==> src/rtl/serial_bit_feeder.sv <==
// Parallel-to-serial feeder with a valid/ready word input and a registered serial bit stream.
// Optional SER_PARITY_EN appends an even-parity bit after each word's data bits.
module serial_bit_feeder #(
  parameter int WIDTH     = 8,
  parameter bit MSB_FIRST = 1'b1,
  parameter int GAP       = 0
) (
  input  logic             clk,
  input  logic             rst,
  input  logic [WIDTH-1:0] din,
  input  logic             din_valid,
  output logic             din_ready,
  output logic             sout,
  output logic             sout_vld,
  output logic             word_done,
  output logic             busy
);

`ifdef SER_PARITY_EN
  localparam bit PAR = 1'b1;
`else
  localparam bit PAR = 1'b0;
`endif
  localparam int CW = $clog2(WIDTH);

  typedef enum logic [1:0] {IDLE, SHIFT, GAPS} state_t;

  state_t           state, state_n;
  logic [WIDTH-1:0] sreg, sreg_n;
  logic [CW-1:0]    cnt, cnt_n;
  logic [3:0]       gcnt, gcnt_n;
  logic             par_bit, par_bit_n;
  logic             par_phase, par_phase_n;
  logic             sout_n, vld_n, done_n;
  logic             last, hs;

  // last: the bit currently on sout is the final one of the word (parity bit when enabled)
  assign last      = (state == SHIFT) && (cnt == '0) && (!PAR || par_phase);
  assign din_ready = !rst && ((state == IDLE) || ((GAP == 0) && last));
  assign hs        = din_valid && din_ready;
  assign busy      = (state != IDLE);

  always_ff @(posedge clk) begin
    if (rst) begin
      state     <= IDLE;
      sreg      <= '0;
      cnt       <= '0;
      gcnt      <= '0;
      par_bit   <= 1'b0;
      par_phase <= 1'b0;
      sout      <= 1'b0;
      sout_vld  <= 1'b0;
      word_done <= 1'b0;
    end else begin
      state     <= state_n;
      sreg      <= sreg_n;
      cnt       <= cnt_n;
      gcnt      <= gcnt_n;
      par_bit   <= par_bit_n;
      par_phase <= par_phase_n;
      sout      <= sout_n;
      sout_vld  <= vld_n;
      word_done <= done_n;
    end
  end

  always_comb begin
    state_n     = state;
    sreg_n      = sreg;
    cnt_n       = cnt;
    gcnt_n      = gcnt;
    par_bit_n   = par_bit;
    par_phase_n = par_phase;
    sout_n      = 1'b0;
    vld_n       = 1'b0;
    done_n      = 1'b0;
    // A handshake is only possible in IDLE or on the final bit, so it always means load
    if (hs) begin
      state_n     = SHIFT;
      sout_n      = MSB_FIRST ? din[WIDTH-1] : din[0];
      sreg_n      = MSB_FIRST ? (din << 1) : (din >> 1);
      cnt_n       = CW'(WIDTH - 1);
      vld_n       = 1'b1;
      par_bit_n   = ^din;
      par_phase_n = 1'b0;
    end else begin
      case (state)
        SHIFT: begin
          if (!last) begin
            vld_n = 1'b1;
            if (cnt != '0) begin
              sout_n = MSB_FIRST ? sreg[WIDTH-1] : sreg[0];
              sreg_n = MSB_FIRST ? (sreg << 1) : (sreg >> 1);
              cnt_n  = cnt - 1'b1;
              done_n = (cnt == CW'(1)) && !PAR;
            end else begin
              sout_n      = par_bit;
              par_phase_n = 1'b1;
              done_n      = 1'b1;
            end
          end else if (GAP > 0) begin
            state_n = GAPS;
            gcnt_n  = 4'(GAP);
          end else begin
            state_n = IDLE;
          end
        end
        GAPS: begin
          if (gcnt <= 4'd1) state_n = IDLE;
          else              gcnt_n  = gcnt - 4'd1;
        end
        default: state_n = IDLE;
      endcase
    end
  end

endmodule

==> config.mk <==
export PLATFORM = sky130hd
export DESIGN_NAME = serial_bit_feeder
export DESIGN_NICKNAME = d
export VERILOG_FILES = /design/src/rtl/serial_bit_feeder.sv
export SDC_FILE = /design/constraint.sdc
export NUM_CORES = 1
export LEC_CHECK = 0
export BUFFER_PORTS_ARGS = -buffer_cell sky130_fd_sc_hd__buf_2
export CAP_MARGIN = 20
export CORE_MARGIN = 5
export CORE_UTILIZATION = 43
export CTS_BUF_LIST = sky130_fd_sc_hd__clkbuf_8 sky130_fd_sc_hd__clkbuf_16
export DETAILED_ROUTE_END_ITERATION = 6
export PLACE_DENSITY = 0.67
export SLEW_MARGIN = 20
export SYNTH_ARGS = -nofsm -noshare
export SYNTH_HDL_FRONTEND = slang
export SYNTH_SLANG_ARGS = --single-unit
==> constraint.sdc <==
create_clock -name clk -period 2.25 [get_ports clk]
set_input_delay 0.225 -clock clk [delete_from_list [all_inputs] [get_ports clk]]
set_output_delay 0.225 -clock clk [all_outputs]
set_load 0.05 [all_outputs]
# After elaboration in Yosys (flattened, before gate mapping)
# Cells that the tools add are included.
# totals
register_bits,20
latch_bits,0
ram_bits,0
romBits,0
inputBits,11
out_inout_bits,5
word_cells,61
mem_count,0
# op_classes
add_sub_neg,2
mul,0
div_mod_pow,0
order_cmp,1
n_eq_ne,8
shift,0
mux,20
n_bitwise,3
reduce_logical,18
# op_table
cell,count
8-bit 2-to-1 mux,4
3-bit 2-to-1 mux,4
1-bit 2-to-1 mux,9
8-bit XOR reduction,1
3-bit != test (second input constant),2
3-bit AND reduction,2
2-bit nonzero test,3
4-bit by 1-bit <= comparator with 1-bit output (second input constant),1
2-bit 2-to-1 mux,2
2-bit != test (second input constant),2
2-bit case mux with 2 select lines,1
2-bit AND reduction,2
4-bit OR reduction,1
4-bit by 1-bit subtractor with 4-bit output (second input constant),1
3-bit by 1-bit == test with 1-bit output (second input constant),1
1-bit logical AND,3
3-bit logical NOT,1
1-bit NOT,3
3-bit nonzero test,1
3-bit by 1-bit subtractor with 3-bit output (second input constant),1
2-bit by 1-bit == test with 1-bit output (second input constant),1
2-bit == test (second input constant),1
2-bit logical NOT,1
2-bit by 1-bit != test with 1-bit output (second input constant),1
3 further kinds,3

# Logic depth before layout (Yosys ltp)
# Gate-level depths: netlist of run 1.
# depth
ltp_word,7
depth_mapped,7
mapped_depth_nobuf,6

# Least setup slack after synthesis of run 1
# Ideal clock, no wire load.
# synth_path
kind,reg-to-output
startpoint,register cnt[0]
endpoint,output din_ready
arrival_ps,1503
required_ps,2025
path_slack_ps,522
path_stages_with_launch,6
n_path_buf,0
path_cell_list,dfxtp_1 -> inv_1 -> ha_1 -> inv_1 -> o21a_1 -> nor2_1
# synth_via
elab_chain_cells,4
# synth_rtl
item,line_no,text
start: declaration,30,"logic [CW-1:0] cnt, cnt_n;"
start signal: assignment,57,cnt <= cnt_n;
3-bit logical NOT,38,assign last = (state == SHIFT) && (cnt == '0) && (!PAR || par_phase);
1-bit logical AND,38,
1-bit logical OR,39,assign din_ready = !rst && ((state == IDLE) || ((GAP == 0) && last));
1-bit logical AND,39,
end: declaration,12,"output logic din_ready,"
# Every way passes these cells.

# Final worst setup path of run 1
# Same ends and word-level chain as after synthesis.

==> results of run 1 <==
-- report_power, final --
group	switching (mW)	leakage [nW]	internal (mW)	total, mW
Combinational	0.0659	0.196	0.0399	0.106
Clock	0.0894	0.0288	0.155	0.244
Sequential	0.0147	0.116	0.271	0.286
-- metal layers --
| metal | GRT usage [%] | up-vias | share of wire, % | wire length [µm] |
|---|---|---|---|---|
| met2 | 18.2 | 8 | 46 | 510 |
| met1 | 14.7 | 219 | 49 | 541 |
| met4 | 6.63 | 0 | 0.90 | 10 |
| li1 | - | 247 | - | - |
| met3 | 3.38 | 2 | 4.2 | 47 |
| met5 | 0 | - | 0 | 0 |
-- area by class of cell --
class	count	area, µm²
clock buffers	4	55.1
flip-flops and latches	14	280
multi-input cells	41	287
fillers	122	591
well taps	15	18.8
repair buffers	15	75.1
inverters	3	11.3
-- cells by family (layout without fill, tap and decap cells) --
group	Yosys count	in the layout	share of synthesized area [%]
mux	7	7	11.6
compound gates	14	14	17.1
buf+inv	8	22	6.40
fa+ha+maj	3	3	6.20
flops	14	14	46.3
simple gates	17	17	12.4
-- state kept, by name, summed over array words and instances, names as in the netlist --
signal / count
sout_vld: 1
state: 1
sout: 1
word_done: 1
cnt: 3
sreg: 7
-- path summary, 6_finish.rpt --
path	startpoint	endpoint	slack, ns	cells after the start
worst min register to register	sreg[7]	sout	0.47	2
worst max-delay path	cnt[0]	din_ready	0.46	6
worst max register to register	cnt[0]	sreg[5]	0.76	6
worst min-delay path	din[7]	sout	0.26	3
-- critical path: stages (launching register included) --
cell	delay, ns
dfxtp_1	0.37
inv_1	0.07
ha_1	0.21
inv_1	0.10
o21a_1	0.29
nor2_1	0.06
buf_2	0.21
-- metrics by stage --
step | power [mW] | util [%] | setup slack [ns]
after floorplan | 0.375 | - | 0.522
after global placement | 0.396 | 51.0 | 0.776
after detailed placement | 0.397 | 51.0 | 0.742
after CTS | 0.642 | 55.2 | 0.462
after global routing | 0.668 | 55.2 | 0.367
final | 0.636 | 55.2 | 0.462
-- cell usage in the layout (no fill, tap or decap) --
cell type and count:
nand3_1 1, o21a_1 1, dfxtp_1 14, o21ai_2 1
buf_2 15, nand2_1 1, a211oi_1 10, nor3_1 4
ha_1 3, nor4b_1 1, a21o_1 1, inv_1 3
clkbuf_8 4, nor2_1 10, mux2i_1 7, a21oi_1 1
==> impl_metrics.env, run 1 <==
export IMPL_yosys_warnings=0
export IMPL_diodes=0
export IMPL_root_buffer="clkbuf_8"
export IMPL_synth_area_leader_cell="dfxtp_1"
export IMPL_fin_skew_ns=0.00257
export IMPL_dp_cells=88
export IMPL_antenna_left=0
export IMPL_cts_sinks=14
export IMPL_yosys_top_cells_area="dfxtp_1 46%, a211oi_1 12%, mux2i_1 12%, ha_1 6.2%, nor2_1 6.2%"
export IMPL_drt_total_wl_mm=1.11
export IMPL_setup_viol=0
export IMPL_yosys_area_top_type_share_pct=46.3
export IMPL_crit_path_end_kind="output port"
export IMPL_cts_buffer_depth=2
export IMPL_seq_area_frac_synth_pct=46.3
export IMPL_worstPathRequired_ns=2.03
export IMPL_dp_hpwl_um=760
export IMPL_clk_latency_ns=0.24
export IMPL_hold_violations=0
export IMPL_worst_slew_pin_slew_ns=0.518
export IMPL_avgRoutedWirePerCell_um=12.1
export IMPL_synth_fp_nets=77
export IMPL_start_util_pct=46.0
export IMPL_drt_drc_violations_left=0
export IMPL_antenna_found_initial=0
export IMPL_cts_repair_resized=0
export IMPL_clkTransAtPathRegs_ns=0.06
export IMPL_ys_seq_elements=14
export IMPL_crit_fanout=8
export IMPL_synth_flop_cell="dfxtp_1"
export IMPL_core_area_um2=1320
export IMPL_p_leak_nw=0.341
export IMPL_nets=92
export IMPL_grt_max_degree=16
export IMPL_io_pins=16
export IMPL_drive_above_1_share_pct=26.0
export IMPL_gr_total_overflow=0
export IMPL_grt_pass1_wl_mm=1.84
export IMPL_cp_start_kind="flip-flop"
export IMPL_synth_edff_count=0
export IMPL_stdcell_area_um2=727
export IMPL_tritoncts="yes"
export IMPL_synth_cell_types=17
export IMPL_die_w_um=47.5
export IMPL_slew_limit_headroom_pct=65.5
export IMPL_syn_cell_area_um2=606
export IMPL_row_count=13
export IMPL_dpl_cell_area_um2=672
export IMPL_finalCriticalPeriod_ns=1.79
export IMPL_yosysMostFrequentCell="dfxtp_1"
export IMPL_slew_violations=0
export IMPL_globalplace_congestion=0.685
export IMPL_avgViaCountPerCell=5.17
export IMPL_critical_path_class="flip-flop to output port"
export IMPL_syn_inst=63
export IMPL_vias=476
export IMPL_io_buffer_count=15
export IMPL_fin_setup_tns_ns=0
export IMPL_cts_setup_buffers=0
export IMPL_fin_crit_sh_pct=79.5
export IMPL_async_flop_share_pct=0
export IMPL_avgSynthCellArea_um2=9.61
export IMPL_syn_to_final_growth_pct=20.0
export IMPL_arrival_ns=1.56
export IMPL_cts_buffers=3
export IMPL_grt_use_total_pct=11.8
export IMPL_dieArea_um2=2260
export IMPL_rsz0062_at_grt="no"
export IMPL_die_h_um=47.5
export IMPL_hold_class="input port to flip-flop"
export IMPL_hold_buffers=0
export IMPL_p_per_area_nw_per_um2=875
export IMPL_htree_levels=1
export IMPL_first_iter_violations=5
export IMPL_layoutNonFillerInstCount=92
export IMPL_fmax_mhz=559
export IMPL_holdWs_ns=0.256
export IMPL_peakVddDrop_mv=0.605
export IMPL_status="completed"
export IMPL_grt_pass1_vias=440
export IMPL_firstDrtPassIters=2
export IMPL_cap_violations=0
export IMPL_ys_top_cells_by_count="14 x dfxtp_1, 10 x a211oi_1, 10 x nor2_1, 7 x mux2i_1, 4 x nor3_1"
Power figures use the tool's default switching activity.
==> run 2, diff against run 1 <==
Settings changed: ABC_AREA set to 1, PLACE_DENSITY 0.67 to 0.65.
Clock period 2.25 ns to 1.7 ns, I/O delays scaled along.
==> run 2 against run 1 <==
  * Sequential share of layout area decreased by 6.2 points
  * Clock skew is 0.0016 ns lower
  * Critical path type unchanged
  * Worst hold slack got worse by 0.096 ns
  * Highest routed layer unchanged
==> impl_metrics.env, run 2 <==
export IMPL_synth_fp_nets=103
export IMPL_cts_setup_buffers=0
export IMPL_synth_area_leader_cell="dfxtp_1"
export IMPL_peakVddDrop_mv=0.452
export IMPL_die_h_um=51.9
export IMPL_row_count=15
export IMPL_hold_violations=0
export IMPL_yosys_top_cells_area="dfxtp_1 37%, nand3_2 17%, nand2_1 12%, inv_1 5.5%, ha_1 5.0%"
export IMPL_globalplace_congestion=0.754
export IMPL_layout_common_cells="24 x nand2_1, 14 x dfxtp_1, 14 x buf_2"
export IMPL_ys_top_cells_by_count="24 x nand2_1, 14 x dfxtp_1, 13 x nand3_2, 11 x inv_1, 4 x inv_2"
export IMPL_ys_seq_elements=14
export IMPL_arrival_ns=1.45
export IMPL_cts_buffers=3
export IMPL_status="completed"
export IMPL_avgViaCountPerCell=4.79
export IMPL_syn_cell_area_um2=753
export IMPL_layout_commonest_cell="nand2_1"
export IMPL_setup_viol=0
export IMPL_synth_cell_types=20
export IMPL_synth_edff_count=0
export IMPL_top_usage_layer="met2"
export IMPL_rsz0062_at_grt="no"
export IMPL_yosysMostFrequentCell="nand2_1"
export IMPL_fin_crit_sh_pct=95.2
export IMPL_antenna_left=0
export IMPL_largest_register="sreg"
export IMPL_core_area_um2=1690
export IMPL_p_total_mw=0.874
export IMPL_gr_total_overflow=0
export IMPL_clkTransAtPathRegs_ns=0.06
export IMPL_p_per_area_nw_per_um2=1010
export IMPL_post_route_util_pct=51.3
export IMPL_hold_buffers=0
export IMPL_critical_path_class="flip-flop to output port"
export IMPL_antenna_found_initial=0
export IMPL_firstDrtPassIters=2
export IMPL_die_w_um=51.9
export IMPL_yosys_area_top_type_share_pct=37.2
export IMPL_grt_max_degree=14
export IMPL_drt_total_wl_mm=1.30
export IMPL_drt_drc_violations_left=0
export IMPL_finalCriticalPeriod_ns=1.62
export IMPL_use_met3_pct=3.72
export IMPL_yosys_warnings=0
export IMPL_fin_skew_ns=0.000991
export IMPL_reg_top3="sreg (7), cnt (3)"
export IMPL_layout_setup_ws_ns=0.0818
export IMPL_seq_area_frac_synth_pct=37.2
export IMPL_root_buffer="clkbuf_8"
export IMPL_cap_violations=0
export IMPL_start_util_pct=44.6
export IMPL_use_met1_pct=12.7
export IMPL_io_buffer_count=15
export IMPL_synth_flop_cell="dfxtp_1"
export IMPL_nets=119
export IMPL_largest_register_ffs=7
export IMPL_syn_to_final_growth_pct=15.1
export IMPL_reg2reg_depth=10
export IMPL_hold_path_depth=2
export IMPL_worst_slew_pin_slew_ns=0.250
export IMPL_io_pins=16
export IMPL_dp_slack_ns=0.200
export IMPL_dp_hpwl_um=911
export IMPL_slew_limit_headroom_pct=83.5
export IMPL_grt_pass1_wl_mm=2.04
export IMPL_htree_levels=1
export IMPL_tritoncts="yes"
export IMPL_syn_inst=89
export IMPL_crit_path_end_kind="output port"
export IMPL_avgRoutedWirePerCell_um=10.7
export IMPL_cts_sinks=14
export IMPL_fmax_mhz=618
export IMPL_diodes=0
export IMPL_worstPathRequired_ns=1.53
export IMPL_cp_start_kind="flip-flop"
export IMPL_slew_violations=0
export IMPL_avgSynthCellArea_um2=8.46
export IMPL_hold_class="input port to flip-flop"
export IMPL_vias=580
export IMPL_cts_buffer_depth=2
export IMPL_p_leak_nw=0.465
export IMPL_crit_fanout=13
export IMPL_grt_use_total_pct=10.4
export IMPL_async_flop_share_pct=0
export IMPL_grt_pass1_vias=502
export IMPL_fin_setup_tns_ns=0
export IMPL_dieArea_um2=2690
export IMPL_first_iter_violations=2
export IMPL_drive_above_1_share_pct=39.4
export IMPL_clk_latency_ns=0.24
export IMPL_grt_util_met2_pct=15.5
==> run 2: changes by cell type after synthesis, moves of 2 or more <==
cell	change
nand3_2	+13
clkbuf_1	-2
inv_1	+8
nor3_1	-4
mux2i_1	-7
a211oi_1	-10
a21oi_1	+2
inv_2	+4
o21ai_0	+2
nand2_1	+23
nor2_1	-9
clkbuf_8	+2
buf_4	-2
nand3_1	+2
==> run 2: kinds of logic (layout without fill, tap and decap cells) <==
logic type / count (synthesis) / in the layout / synth area share (%)
buffers and inverters: 19 / 34 / 14.6
adder cells (fa/ha/maj): 3 / 3 / 4.98
AND/OR/NAND/NOR: 45 / 45 / 37.2
flip-flops: 14 / 14 / 37.2
AO/OA/AOI/OAI: 8 / 8 / 5.98
==> run 2: through the flow <==
| step | instances | area, µm² | hold slack, ns |
|---|---|---|---|
| final | 121 | 867 | 0.160 |
| after floorplan | 89 | 753 | 0.239 |
| after detailed placement | 117 | 796 | 0.420 |
| after CTS | 121 | 862 | 0.162 |
| after global routing | 121 | 867 | 0.171 |
| after global placement | 117 | 796 | 0.411 |
==> run 2: where the power goes <==
group	switching, mW	internal (mW)
registers	0.0151	0.353
logic	0.118	0.0586
clock network	0.125	0.205
==> run 2: path summary, 6_finish.rpt <==
| check | start | end | slack [ns] |
|---|---|---|---|
| hold / removal | rst | sreg[1] | 0.16 |
| setup / recovery | cnt[0] | din_ready | 0.08 |
| hold reg to reg | sreg[1] | sreg[1] | 0.47 |
| setup reg to reg | cnt[0] | sreg[4] | 0.23 |
==> run 2: layout make-up <==
type | count | area (µm²)
fill | 162 | 822
inverter | 15 | 61.3
sequential | 14 | 280
timing repair buffer | 15 | 77.6
multi-input combinational | 56 | 372
tap | 17 | 21.3
clock buffer | 4 | 55.1
==> run 2: repair_timing <==
item / CTS / global route
gates resized for setup: 2 / 2
endpoints found under the setup margin: 1 / 1
pin swaps: 0 / 0
==> run 2: worst max-delay path, stage by stage, from the launching register on <==
cell     delay (ns)
dfxtp_1        0.31
inv_1          0.11
ha_1           0.17
nand2_2        0.09
nand2_8        0.14
inv_6          0.07
nor2_2         0.10
buf_4          0.21
==> run 2: routing by layer <==
layer  share of wire (%)  routed length [µm]
met3                 5.0                  65
met5                   0                   0
met1                  50                 647
met4                 1.3                  17
met2                  44                 567
